File: config.mk
export PLATFORM = sky130hd
export DESIGN_NAME = pc_unit
export DESIGN_NICKNAME = d
export VERILOG_FILES = /design/src/rtl/lma0_pkg.sv /design/src/rtl/pc_ras.sv /design/src/rtl/pc_unit.sv
export SDC_FILE = /design/constraint.sdc
export NUM_CORES = 1
export LEC_CHECK = 0
export CAP_MARGIN = 20
export CELL_PAD_IN_SITES_DETAIL_PLACEMENT = 1
export CELL_PAD_IN_SITES_GLOBAL_PLACEMENT = 2
export CORE_MARGIN = 3
export CORE_UTILIZATION = 37
export CTS_BUF_LIST = sky130_fd_sc_hd__clkbuf_16
export DETAILED_ROUTE_END_ITERATION = 16
export PLACE_DENSITY = 0.84
export SLEW_MARGIN = 20
export SYNTH_ARGS = -nofsm -noshare
export SYNTH_HDL_FRONTEND = slang
export SYNTH_HIERARCHICAL = 1
export SYNTH_SLANG_ARGS = --single-unit
File: constraint.sdc
create_clock -name clk -period 2.8 [get_ports clk]
set_clock_uncertainty 0.15 [all_clocks]
set_input_delay 0.56 -clock clk [delete_from_list [all_inputs] [get_ports clk]]
set_output_delay 0.56 -clock clk [all_outputs]
set_load 0.005 [all_outputs]
File: src/rtl/lma0_pkg.sv
// lma0 shared definitions: program-counter operation encoding.
package lma0_pkg;

    // Operation codes presented on pc_unit.op; codes 5-7 are reserved.
    typedef enum logic [2:0] {
        PC_INC    = 3'd0,
        PC_BRANCH = 3'd1,
        PC_JUMP   = 3'd2,
        PC_CALL   = 3'd3,
        PC_RET    = 3'd4
    } pc_op_e;

    localparam int unsigned PC_OP_W = 3;

endpackage : lma0_pkg

File: src/rtl/pc_ras.sv
// Return-address stack: circular buffer with top pointer and entry count.
// A push into a full stack overwrites the oldest entry, so the count saturates.
module pc_ras #(
    parameter int unsigned WIDTH = 11,
    parameter int unsigned DEPTH = 4
) (
    input  logic                       clk,
    input  logic                       rst_n,
    input  logic                       push,
    input  logic                       pop,
    input  logic [WIDTH-1:0]           push_data,
    output logic [WIDTH-1:0]           top_data,
    output logic [$clog2(DEPTH):0]     count,
    output logic                       full,
    output logic                       empty
);

    localparam int unsigned PTR_W = $clog2(DEPTH);
    localparam int unsigned CNT_W = PTR_W + 1;

    logic [WIDTH-1:0] mem_q [DEPTH];
    logic [WIDTH-1:0] mem_d [DEPTH];
    logic [PTR_W-1:0] ptr_q, ptr_d;
    logic [CNT_W-1:0] count_q, count_d;

    assign full     = (count_q == CNT_W'(DEPTH));
    assign empty    = (count_q == '0);
    assign top_data = mem_q[ptr_q];
    assign count    = count_q;

    // Next pointer, count and contents. The pointer wraps naturally since
    // DEPTH is a power of two; a full push lands on the oldest slot.
    always_comb begin
        ptr_d   = ptr_q;
        count_d = count_q;
        for (int unsigned i = 0; i < DEPTH; i++) begin
            mem_d[i] = mem_q[i];
        end
        if (push) begin
            ptr_d        = ptr_q + PTR_W'(1);
            mem_d[ptr_d] = push_data;
            if (!full) begin
                count_d = count_q + CNT_W'(1);
            end
        end else if (pop && !empty) begin
            ptr_d   = ptr_q - PTR_W'(1);
            count_d = count_q - CNT_W'(1);
        end
    end

    // Pointer and count registers; synchronous active-low reset.
    always_ff @(posedge clk) begin
        if (!rst_n) begin
            ptr_q   <= '0;
            count_q <= '0;
        end else begin
            ptr_q   <= ptr_d;
            count_q <= count_d;
        end
    end

    // Stack storage; contents are don't-care after reset, so no reset here.
    always_ff @(posedge clk) begin
        for (int unsigned i = 0; i < DEPTH; i++) begin
            mem_q[i] <= mem_d[i];
        end
    end

endmodule : pc_ras

File: src/rtl/pc_unit.sv
// lma0 program-counter unit: registered PC with increment, relative branch,
// absolute jump and call/return through a small return-address stack.
module pc_unit
    import lma0_pkg::*;
#(
    parameter int unsigned PC_WIDTH  = 11,
    parameter int unsigned OFF_WIDTH = 8,
    parameter logic [PC_WIDTH-1:0] RESET_PC = '0,
    parameter int unsigned RAS_DEPTH = 4
) (
    input  logic                         clk,
    input  logic                         rst_n,
    input  logic                         en,
    input  logic [PC_OP_W-1:0]           op,
    input  logic                         cond,
    input  logic [OFF_WIDTH-1:0]         offset,
    input  logic [PC_WIDTH-1:0]          target,
    input  logic                         clr_err,
    output logic [PC_WIDTH-1:0]          pc,
    output logic [$clog2(RAS_DEPTH):0]   ras_count,
    output logic                         ras_overflow,
    output logic                         ras_underflow
);

    pc_op_e               op_e;
    logic [PC_WIDTH-1:0]  pc_q, pc_d;
    logic [PC_WIDTH-1:0]  pc_inc;
    logic [PC_WIDTH-1:0]  off_ext;
    logic                 ovf_q, ovf_d;
    logic                 unf_q, unf_d;
    logic                 is_call, is_ret;
    logic                 ras_push, ras_pop;
    logic                 ras_full, ras_empty;
    logic [PC_WIDTH-1:0]  ras_top;

    assign op_e    = pc_op_e'(op);
    assign pc_inc  = pc_q + PC_WIDTH'(1);
    // Sized cast of a signed value sign-extends to the PC width.
    assign off_ext = PC_WIDTH'($signed(offset));

    assign is_call  = en && (op_e == PC_CALL);
    assign is_ret   = en && (op_e == PC_RET);
    assign ras_push = is_call;
    assign ras_pop  = is_ret && !ras_empty;

    pc_ras #(
        .WIDTH (PC_WIDTH),
        .DEPTH (RAS_DEPTH)
    ) u_ras (
        .clk       (clk),
        .rst_n     (rst_n),
        .push      (ras_push),
        .pop       (ras_pop),
        .push_data (pc_inc),
        .top_data  (ras_top),
        .count     (ras_count),
        .full      (ras_full),
        .empty     (ras_empty)
    );

    // Next-pc selection; reserved opcodes fall through to increment.
    always_comb begin
        pc_d = pc_q;
        if (en) begin
            case (op_e)
                PC_BRANCH: pc_d = cond ? (pc_q + off_ext) : pc_inc;
                PC_JUMP:   pc_d = target;
                PC_CALL:   pc_d = target;
                PC_RET:    pc_d = ras_empty ? pc_inc : ras_top;
                default:   pc_d = pc_inc;
            endcase
        end
    end

    // Sticky stack error flags; a set in the same cycle wins over clr_err.
    always_comb begin
        ovf_d = (is_call && ras_full)  || (ovf_q && !clr_err);
        unf_d = (is_ret  && ras_empty) || (unf_q && !clr_err);
    end

    // PC and flag registers; synchronous active-low reset.
    always_ff @(posedge clk) begin
        if (!rst_n) begin
            pc_q  <= RESET_PC;
            ovf_q <= 1'b0;
            unf_q <= 1'b0;
        end else begin
            pc_q  <= pc_d;
            ovf_q <= ovf_d;
            unf_q <= unf_d;
        end
    end

    assign pc            = pc_q;
    assign ras_overflow  = ovf_q;
    assign ras_underflow = unf_q;

endmodule : pc_unit

# After elaboration in Yosys (flattened, before gate mapping)
# Memories as Yosys holds them, arrays and structs flattened. A register that Yosys moved wholly into a read port is not among the register bits.
# Index checks and enable logic that the tools add are counted.
[word_totals]
ff_bits = 18
mem_bits_rw = 44
inputBits = 27
out_inout_bits = 16
word_cells = 52
n_memories = 1
[op_classes]
add_sub_neg = 6
n_lt_le_gt_ge = 2
eq_ne = 6
muxes = 14
n_bitwise = 1
n_reduce_logical = 17
[memory_table]
columns = ["name", "words", "word_bits", "rd", "rd_clocked_by_memory_dff", "write_ports", "line_no", "text"]
rows = [
  ["u_ras.mem_q", 4, 11, 5, 1, 4, "pc_ras.sv:21", "logic [WIDTH-1:0] mem_q [DEPTH];"],
]
[op_table]
columns = ["cell", "count"]
rows = [
  ["$bwmux 44", 1],
  ["$mux 44", 1],
  ["$mux 11", 3],
  ["$pmux 11 s3", 1],
  ["$demux 11 s2", 1],
  ["$add 11x1->11 const B", 1],
  ["$add 11x11->11", 1],
  ["$logic_and 1x1->1", 9],
  ["$mux 3", 3],
  ["$mux 2", 4],
  ["$eq 3x2->1 const B", 2],
  ["$eq 3x3->1 const B", 2],
  ["$add 3x1->3 const B", 1],
  ["$eq 3x1->1 const B", 1],
  ["$ge 3x3->1 const B", 1],
  ["$logic_not 3->1", 1],
  ["$lt 3x1->1 const B", 1],
  ["$not 2->3", 1],
  ["$sub 3x1->3 const B", 1],
  ["$add 2x1->2 const B", 1],
  ["$logic_not 1->1", 2],
  ["$logic_or 1x1->1", 2],
  ["$ne 2x2->1 const B", 1],
  ["$reduce_and 2->1", 1],
  ["3 further kinds", 3],
]

# Logic depth before layout (Yosys ltp)
# Gate-level depths: netlist of the first run.
[depth]
word_depth = 8
mapped_depth = 9
depth_no_buf = 8

# By module
# The synthesis of the first run kept the hierarchy.
[by_module_without_submodules]
columns = ["module", "n_inst", "cells_each", "area_each_um2", "seq_area_each_um2"]
rows = [
  ["pc_ras", 1, 108, 2039.5, 1461.4],
  ["pc_unit", 1, 167, 1331.3, 260.2],
]

# Worst setup path before layout of the first run
# OpenSTA, ideal clock, no wires.
[synth_timing]
kind = "input to register"
start = "input port op[1]"
end = "register u_ras.count_q[2] (netlist: u_ras/count[2])"
setup_time_ps = 59
arrival_ps = 2428
required_ps = 2591
setup_slack_ps = 163
path_stages = 9
n_path_buf = 2
path_cell_list = "nor2b_1 -> buf_2 -> and3_1 -> buf_6 -> inv_1 -> fa_1 -> or3b_4 -> o41ai_2 -> a41o_1"
[synth_via]
elab_cells_between_ends = 10
classes_between = "3 x eq/ne; 1 x mux; 6 x reduce/logical"
[synth_lines]
columns = ["element", "line_no", "text"]
rows = [
  ["from (decl)", "pc_unit.sv:14", "input logic [PC_OP_W-1:0] op,"],
  ["$eq 3x2->1 (*)", "pc_unit.sv:41", "assign is_call = en && (op_e == PC_CALL);"],
  ["$logic_and 1x1->1 (*)", "pc_unit.sv:41", ""],
  ["named net is_call", "pc_unit.sv:31", "logic is_call, is_ret;"],
  ["$ne 2x2->1 (no source line) / $reduce_bool 2->1 (equally long branches)", "--", ""],
  ["$reduce_and 2->1 (no source line)", "--", ""],
  ["to (signal assigned)", "pc_ras.sv:58", "count_q <= count_d;"],
  ["to (decl)", "pc_ras.sv:24", "logic [CNT_W-1:0] count_q, count_d;"],
]
# The timed path passes the listed nets; every way through them passes the cells marked *.
# A chain may end at the register's enable or synchronous reset.

# Final worst setup path of the first run
[layout_timing]
start = "input port offset[0]"
end = "register pc_q[10] (netlist: pc[10])"
[layout_via]
elab_chain_len = 3
[layout_lines]
columns = ["element", "line_no", "text"]
rows = [
  ["from (decl)", "pc_unit.sv:16", "input logic [OFF_WIDTH-1:0] offset,"],
  ["$add 11x11->11", "pc_unit.sv:66", "PC_BRANCH: pc_d = cond ? (pc_q + off_ext) : pc_inc;"],
  ["$mux 11", "pc_unit.sv:66", ""],
  ["$pmux 11 s3", "pc_unit.sv:65", "case (op_e)"],
  ["to (signal assigned)", "pc_unit.sv:88", "pc_q <= pc_d;"],
  ["to (decl)", "pc_unit.sv:26", "logic [PC_WIDTH-1:0] pc_q, pc_d;"],
]
# No other way between the ends.

==> reports/qor.yml, run 1 <==
synthesis:
  synth_top_area_frac: 0.392
  synth_area_um2: 3370
  synth_top_family_by_area: "compound AO/OA/AOI/OAI gates"
  synth_edf_count: 44
  ys.flop_type: "edfxtp_1"
  synth-simple-area-share: 0.122
  avgSynthCellArea_um2: 12.3
  synth_compound_area_frac: 0.155
  ys_top_cells_by_area: "edfxtp_1 39%, dfxtp_1 12%, mux4_2 7.3%"
  yosysWarnings: 6
  synthXorXnorAreaFrac: 0.0390
  ys_async_sr_fraction: 0
  syn_nets: 319
  ys_top_cells_by_count: "44 x edfxtp_1, 20 x dfxtp_1, 17 x o21ai_0, 15 x ha_1"
  yosys.area.top_type: "edfxtp_1"
  synth_cells: 275
  synth.area.mux_share: 0.0765
  ys_types: 53
  synth_seq_area_share: 0.511
  synth.most_common_cell: "edfxtp_1"
  synthAdderAreaFrac: 0.0676
  synth-seq-cells: 64
cts:
  ctsResizeCount: 0
  numCtsBuffers: 9
  htreeDepth: 3
  path_clk_slew_ns: 0.05
  ctsHoldBuffers: 0
  insertion_delay_ns: 0.33
  cts_setup_buffers: 0
  clk_root_buffer_cell: "clkbuf_16"
  clk_path_buf_depth: 2
  clkSinkCount: 64
  cts_tree: "yes"
grt:
  grt_overflow: 0
  grt_max_degree: 18
  grt_usage: 0.185
  grt_first_pass_wirelength_um: 14400
  antenna_found_initial: 0
  grt_pass1_vias: 2711
finish:
  fin_util: 0.492
  fin_nets: 386
  fin_area_um2: 4330
  area_delta_synth_final_pct: 28.5
  diodes: 0
  fill_cells: 927
  drive_above_1_share: 0.161
run:
  cap_violations: 0
drt:
  antenna_left: 0
  viasPerCell: 5.70
  wl_um: 8970
  num_vias: 2594
  drc: 0
  dr.pass1.iters: 4
  drt_iter0_markers: 169
  wl_per_cell_um: 19.7
die:
  core_area_um2: 8810
  die-area_um2: 10300
  die_w_um: 101
  die_height_um: 101
  initial_utilization: 0.383
  rows: 34
  num_io_pins: 43
setup_path:
  r2r_start: "pc[1]$_SDFFE_PN0P_"
  cp_max_fo: 4
  worstPathRequired_ns: 2.92
  critPathLaunch: "offset[0]"
  cp-end-kind: "flop"
  startpoint_type: "input pin"
  cp.arrival_ns: 2.76
  criticalPathCategory: "in -> reg"
placement:
  portBuffers: 42
  gp_congestion: 0.793
  placed_area_um2: 4060
  dp_hpwl_um: 6590
timing:
  worst_slew_pin_slew_ns: 0.492
  fin_crit_sh: 0.943
  slew_headroom: 0.670
  hold_violations: 0
  slew_viol_final: 0
  max_freq_mhz: 379
  period_needed_ns: 2.64
  rsz0062_at_grt: "false"
  setup_violations: 0
hold_path:
  hp-class: "reg -> reg"
  hp-start: "ras_overflow$_SDFF_PN0_"
pwr:
  p_leak_uw: 0.00156
  p_per_area_nw_per_um2: 550
  peakVddDrop_mv: 0.311
run_status:
  status: "completed"
-- cell families after synthesis --
group | count (synthesis)
compound gates | 74
simple gates | 71
flops | 64
buf+inv | 22
fa+ha+maj | 17
xor+xnor | 15
mux | 12
-- area by class of cell --
cell class,count,area [um2],share of cell area
clock inverters,7,47.5,0.0110
flip-flops and latches,64,1720,0.397
inverters,11,41.3,0.00953
well taps,108,135,0.0312
clock buffers,9,225,0.0520
multi-input cells,189,1550,0.358
repair buffers,67,608,0.140
-- critical path, cell delays in order --
cell	delay, ns
clkdlybuf4s50_1	0.47
ha_1	0.17
inv_1	0.06
fa_1	0.40
nor2b_1	0.19
o31a_1	0.23
o211ai_1	0.15
a2111o_1	0.44
nand3_1	0.08
-- cell usage in the layout (no fill, tap or decap), drive strengths merged, types with 2 or more instances in the layout --
cell,instances
nor2,10
nand2,11
o211ai,5
dfxtp,20
a221oi,10
ha,15
nand3,8
xor2,5
or3,3
nor3,10
xnor2,10
o31a,2
a221o,3
fa,2
nand4,6
inv,12
a21oi,11
a31oi,2
a211oi,3
buf,25
o21ai,20
clkdlybuf4s50,42
nand3b,2
nor2b,2
and2,6
clkinv,5
o21a,2
a21boi,4
edfxtp,44
nand2b,4
a21o,2
clkbuf,9
mux4,11
and3,4
-- through the flow --
| step | worst slack (ns) | hold WS (ns) | total power [uW] | std cells | setup TNS [ns] |
|---|---|---|---|---|---|
| 2_1_floorplan | 0.163 | 0.320 | 1240 | 275 | 0 |
| 3_3_place_gp | -0.0585 | 0.323 | 1390 | 439 | -0.0585 |
| 3_5_place_dp | -0.150 | 0.333 | 1400 | 439 | -0.285 |
| 4_1_cts | 0.162 | 0.344 | 2410 | 455 | 0 |
| 5_1_grt | 0.0240 | 0.381 | 2480 | 455 | 0 |
| 6_report | 0.160 | 0.339 | 2380 | 455 | 0 |
-- state kept, by name, summed over array words and instances, names as in the netlist, named ones only --
name,flops
u_ras/count,3
ras_overflow,1
u_ras/ptr_q,2
pc,11
u_ras/mem_q,44
ras_underflow,1
-- path summary, 6_finish.rpt --
check	slack [ns]	cells past startpoint	endpoint
setup reg to reg	0.52	7	pc[10]$_SDFFE_PN0P_
hold / removal	0.34	2	ras_overflow$_SDFF_PN0_
hold reg to reg	0.34	2	ras_overflow$_SDFF_PN0_
setup / recovery	0.16	9	pc[10]$_SDFFE_PN0P_
-- where the power goes --
part	switching, uW	internal (uW)
Sequential	24.1	1040
Combinational	160	154
Clock	408	597
-- metal layers --
layer,track usage,vias up,share of wire
met5,0,-,0
li1,-,1223,-
met2,0.313,79,0.48
met4,0.0757,0,0.018
met1,0.234,1280,0.44
met3,0.0337,12,0.054
Power figures use the tool's default switching activity.
==> run 2: changes to the inputs <==
CORE_ASPECT_RATIO = 1.1   (was default)
==> run 2 against run 1 <==
Against the previous run:
- setup slack gained 0.031 ns
- final cell count grew 0.66%
- worst hold slack lost 0.0060 ns
- via count shrank 0.85%
- first-iteration DRC count shrank 30%
- clock power grew 16%
- cell area grew 1.2%
==> reports/qor.yml, run 2 (synthesis gave the netlist of run 1 again) <==
setup_path:
  reg2reg_slack_ns: 0.57  # +0.05 ns
  worstPathRequired_ns: 2.91  # about the same
  crit_family: "compound AO/OA/AOI/OAI gates"
  startpoint_type: "input pin"
  reg2reg_to: "pc[10]$_SDFFE_PN0P_"
  critPathLaunch: "offset[0]"
  cp.arrival_ns: 2.72  # -0.04 ns
  slowest_stage: "clkdlybuf4s50_1"
  cp_num_buf_inv: 2  # unchanged
  worstRegToRegCells: 8  # +1
  endpoint: "pc[10]$_SDFFE_PN0P_"
  criticalPathCategory: "in -> reg"
  cp_cell_sequence: "clkdlybuf4s50_1 > ha_1 > inv_1 > fa_1 > nor2b_1 > o31a_1 > o211ai_1 > a2111o_1 > nand3_1"
  cp_max_fo: 4  # unchanged
  cp.depth: 9  # unchanged
  r2r_start: "pc[0]$_SDFFE_PN0P_"
  cp-end-kind: "flop"
  max_stage_delay_ns: 0.47  # about the same
drt:
  drt_iter0_markers: 119  # -30%
  met3_length_um: 362  # -26%
  viasPerCell: 5.62  # -1.5%
  dr.pass1.iters: 4  # unchanged
  drc: 0  # unchanged
  maxUsedRoutingLayer: "met4"
  num_vias: 2572  # -0.85%
  antenna_left: 0  # unchanged
  wl_met1_um: 3930  # -1.3%
  wl_um: 9100  # +1.5%
  wl_per_cell_um: 19.9  # +0.85%
  route.met2.wl_um: 4640  # +6.8%
finish:
  regMostFlops: "u_ras/mem_q"
  fill_cells: 885  # -4.5%
  drive_above_1_share: 0.153  # -0.00865
  area_delta_synth_final_pct: 30.0
  mostFrequentLayoutCell: "edfxtp_1"
  fin_cells: 458  # +0.66%
  final_cell_mix: "44 x edfxtp_1, 42 x clkdlybuf4s50_1, 25 x buf_4"
  diodes: 0  # unchanged
  largest_reg_flops: 44  # unchanged
  fin_nets: 386  # unchanged
  fin_util: 0.508  # +0.0161
pwr:
  p_seq_frac: 0.417  # -0.029
  p_clk_frac: 0.459  # +0.037
  switching_share: 0.223  # -0.0254
  p_leak_uw: 0.00160  # +2.0%
  p_per_area_nw_per_um2: 581  # +5.6%
  p_comb_frac: 0.124  # -0.008
  power.switching_uw: 569  # -4.0%
  peakVddDrop_mv: 0.359  # +15%
  p_int_uw: 1980  # +10%
grt:
  grt_max_degree: 18  # unchanged
  grt_first_pass_wirelength_um: 14800  # +3.2%
  grt_pass1_vias: 2735  # +0.89%
  grt_usage: 0.187  # +0.00187
  grt_overflow: 0  # unchanged
  antenna_found_initial: 0  # unchanged
cts:
  clk_root_buffer_cell: "clkbuf_16"
  numCtsBuffers: 9  # unchanged
  ctsHoldBuffers: 0  # unchanged
  cts_tree: "yes"
  cts_setup_buffers: 0  # unchanged
  clk_path_buf_depth: 2  # unchanged
  clkSinkCount: 64  # unchanged
  path_clk_slew_ns: 0.05  # about the same
  insertion_delay_ns: 0.32  # about the same
  htreeDepth: 3  # unchanged
  ctsResizeCount: 0  # unchanged
run:
  cap_violations: 0  # unchanged
die:
  core_area_um2: 8630  # -2.0%
  initial_utilization: 0.391  # +0.00794
  die-area_um2: 10300  # about the same
  num_io_pins: 43  # unchanged
  die_height_um: 106  # +4.6%
  rows: 35  # +2.9%
  die_w_um: 97.0  # -4.4%
timing:
  worst_slew_pin_slew_ns: 0.553  # +0.0608 ns
  slew_viol_final: 0  # unchanged
  max_freq_mhz: 383  # +1.2%
  rsz0062_at_grt: "false"
  setup_violations: 0  # unchanged
  hold_violations: 0  # unchanged
  period_needed_ns: 2.61  # -0.0307 ns
  fin_crit_sh: 0.932  # -0.0110
  slew_headroom: 0.629  # -0.0408
placement:
  place_inst: 442  # +0.68%
  gp_congestion: 0.811  # +2.2%
  dp_hpwl_um: 6690  # +1.4%
  portBuffers: 42  # unchanged
run_status:
  status: "completed"
hold_path:
  hp-class: "reg -> reg"
-- run 2: worst reg2reg max path: stages (launching register included) --
cell and delay (ns):
dfxtp_1 0.33, ha_1 0.17, inv_1 0.06, fa_1 0.40
nor2b_1 0.17, o31a_1 0.24, o211ai_1 0.15, a2111o_1 0.42
nand3_1 0.09
-- run 2: area by class of cell --
type                            instances  area [um2]  share of cell area
Clock buffer                           11         275              0.0628
Tap cell                              111         139              0.0317
Timing Repair Buffer                   67         608               0.139
Clock inverter                          5        45.0              0.0103
Multi-Input combinational cell        189        1550               0.354
Sequential cell                        64        1720               0.393
Inverter                               11        41.3             0.00942
-- run 2: how the worst min path moves through the flow --
| stage | startpoint | end | slack [ns] | cells after the start |
|---|---|---|---|---|
| floorplan | ras_underflow$_SDFF_PN0_ | ras_underflow$_SDFF_PN0_ | 0.32 | 2 |
| global placement | ras_overflow$_SDFF_PN0_ | ras_overflow$_SDFF_PN0_ | 0.32 | 2 |
| detailed placement | ras_underflow$_SDFF_PN0_ | ras_underflow$_SDFF_PN0_ | 0.33 | 2 |
| CTS | ras_overflow$_SDFF_PN0_ | ras_overflow$_SDFF_PN0_ | 0.34 | 2 |
| global route | ras_overflow$_SDFF_PN0_ | ras_overflow$_SDFF_PN0_ | 0.36 | 2 |
| finish | ras_overflow$_SDFF_PN0_ | ras_overflow$_SDFF_PN0_ | 0.33 | 2 |
-- run 2: power by group through the flow --
stage,Clock [uW],Sequential (uW),Combinational (uW)
final,1170,1060,316
after global placement,0,1080,308
after detailed placement,0,1080,316
after floorplan,0,1080,165
after global routing,1230,1060,351
after CTS,1200,1060,320
-- run 2: metal layers --
layer / vias to the layer above / track usage
li1: 1222 / -
met1: 1270 / 0.234
met2: 66 / 0.321
met3: 14 / 0.0308
met4: 0 / 0.0782
met5: - / 0
-- run 2: per-stage QoR --
stage                     setup TNS, ns  hold WS, ns  area (um2)  setup WS (ns)  total power (uW)
after floorplan                       0        0.320        3370          0.163              1240
final                                 0        0.333        4380          0.191              2550
after CTS                             0        0.344        4380          0.207              2580
after global routing                  0        0.364        4380         0.0805              2650
after detailed placement         -0.228        0.329        4060         -0.126              1400
after global placement          -0.0607        0.319        4060        -0.0607              1390
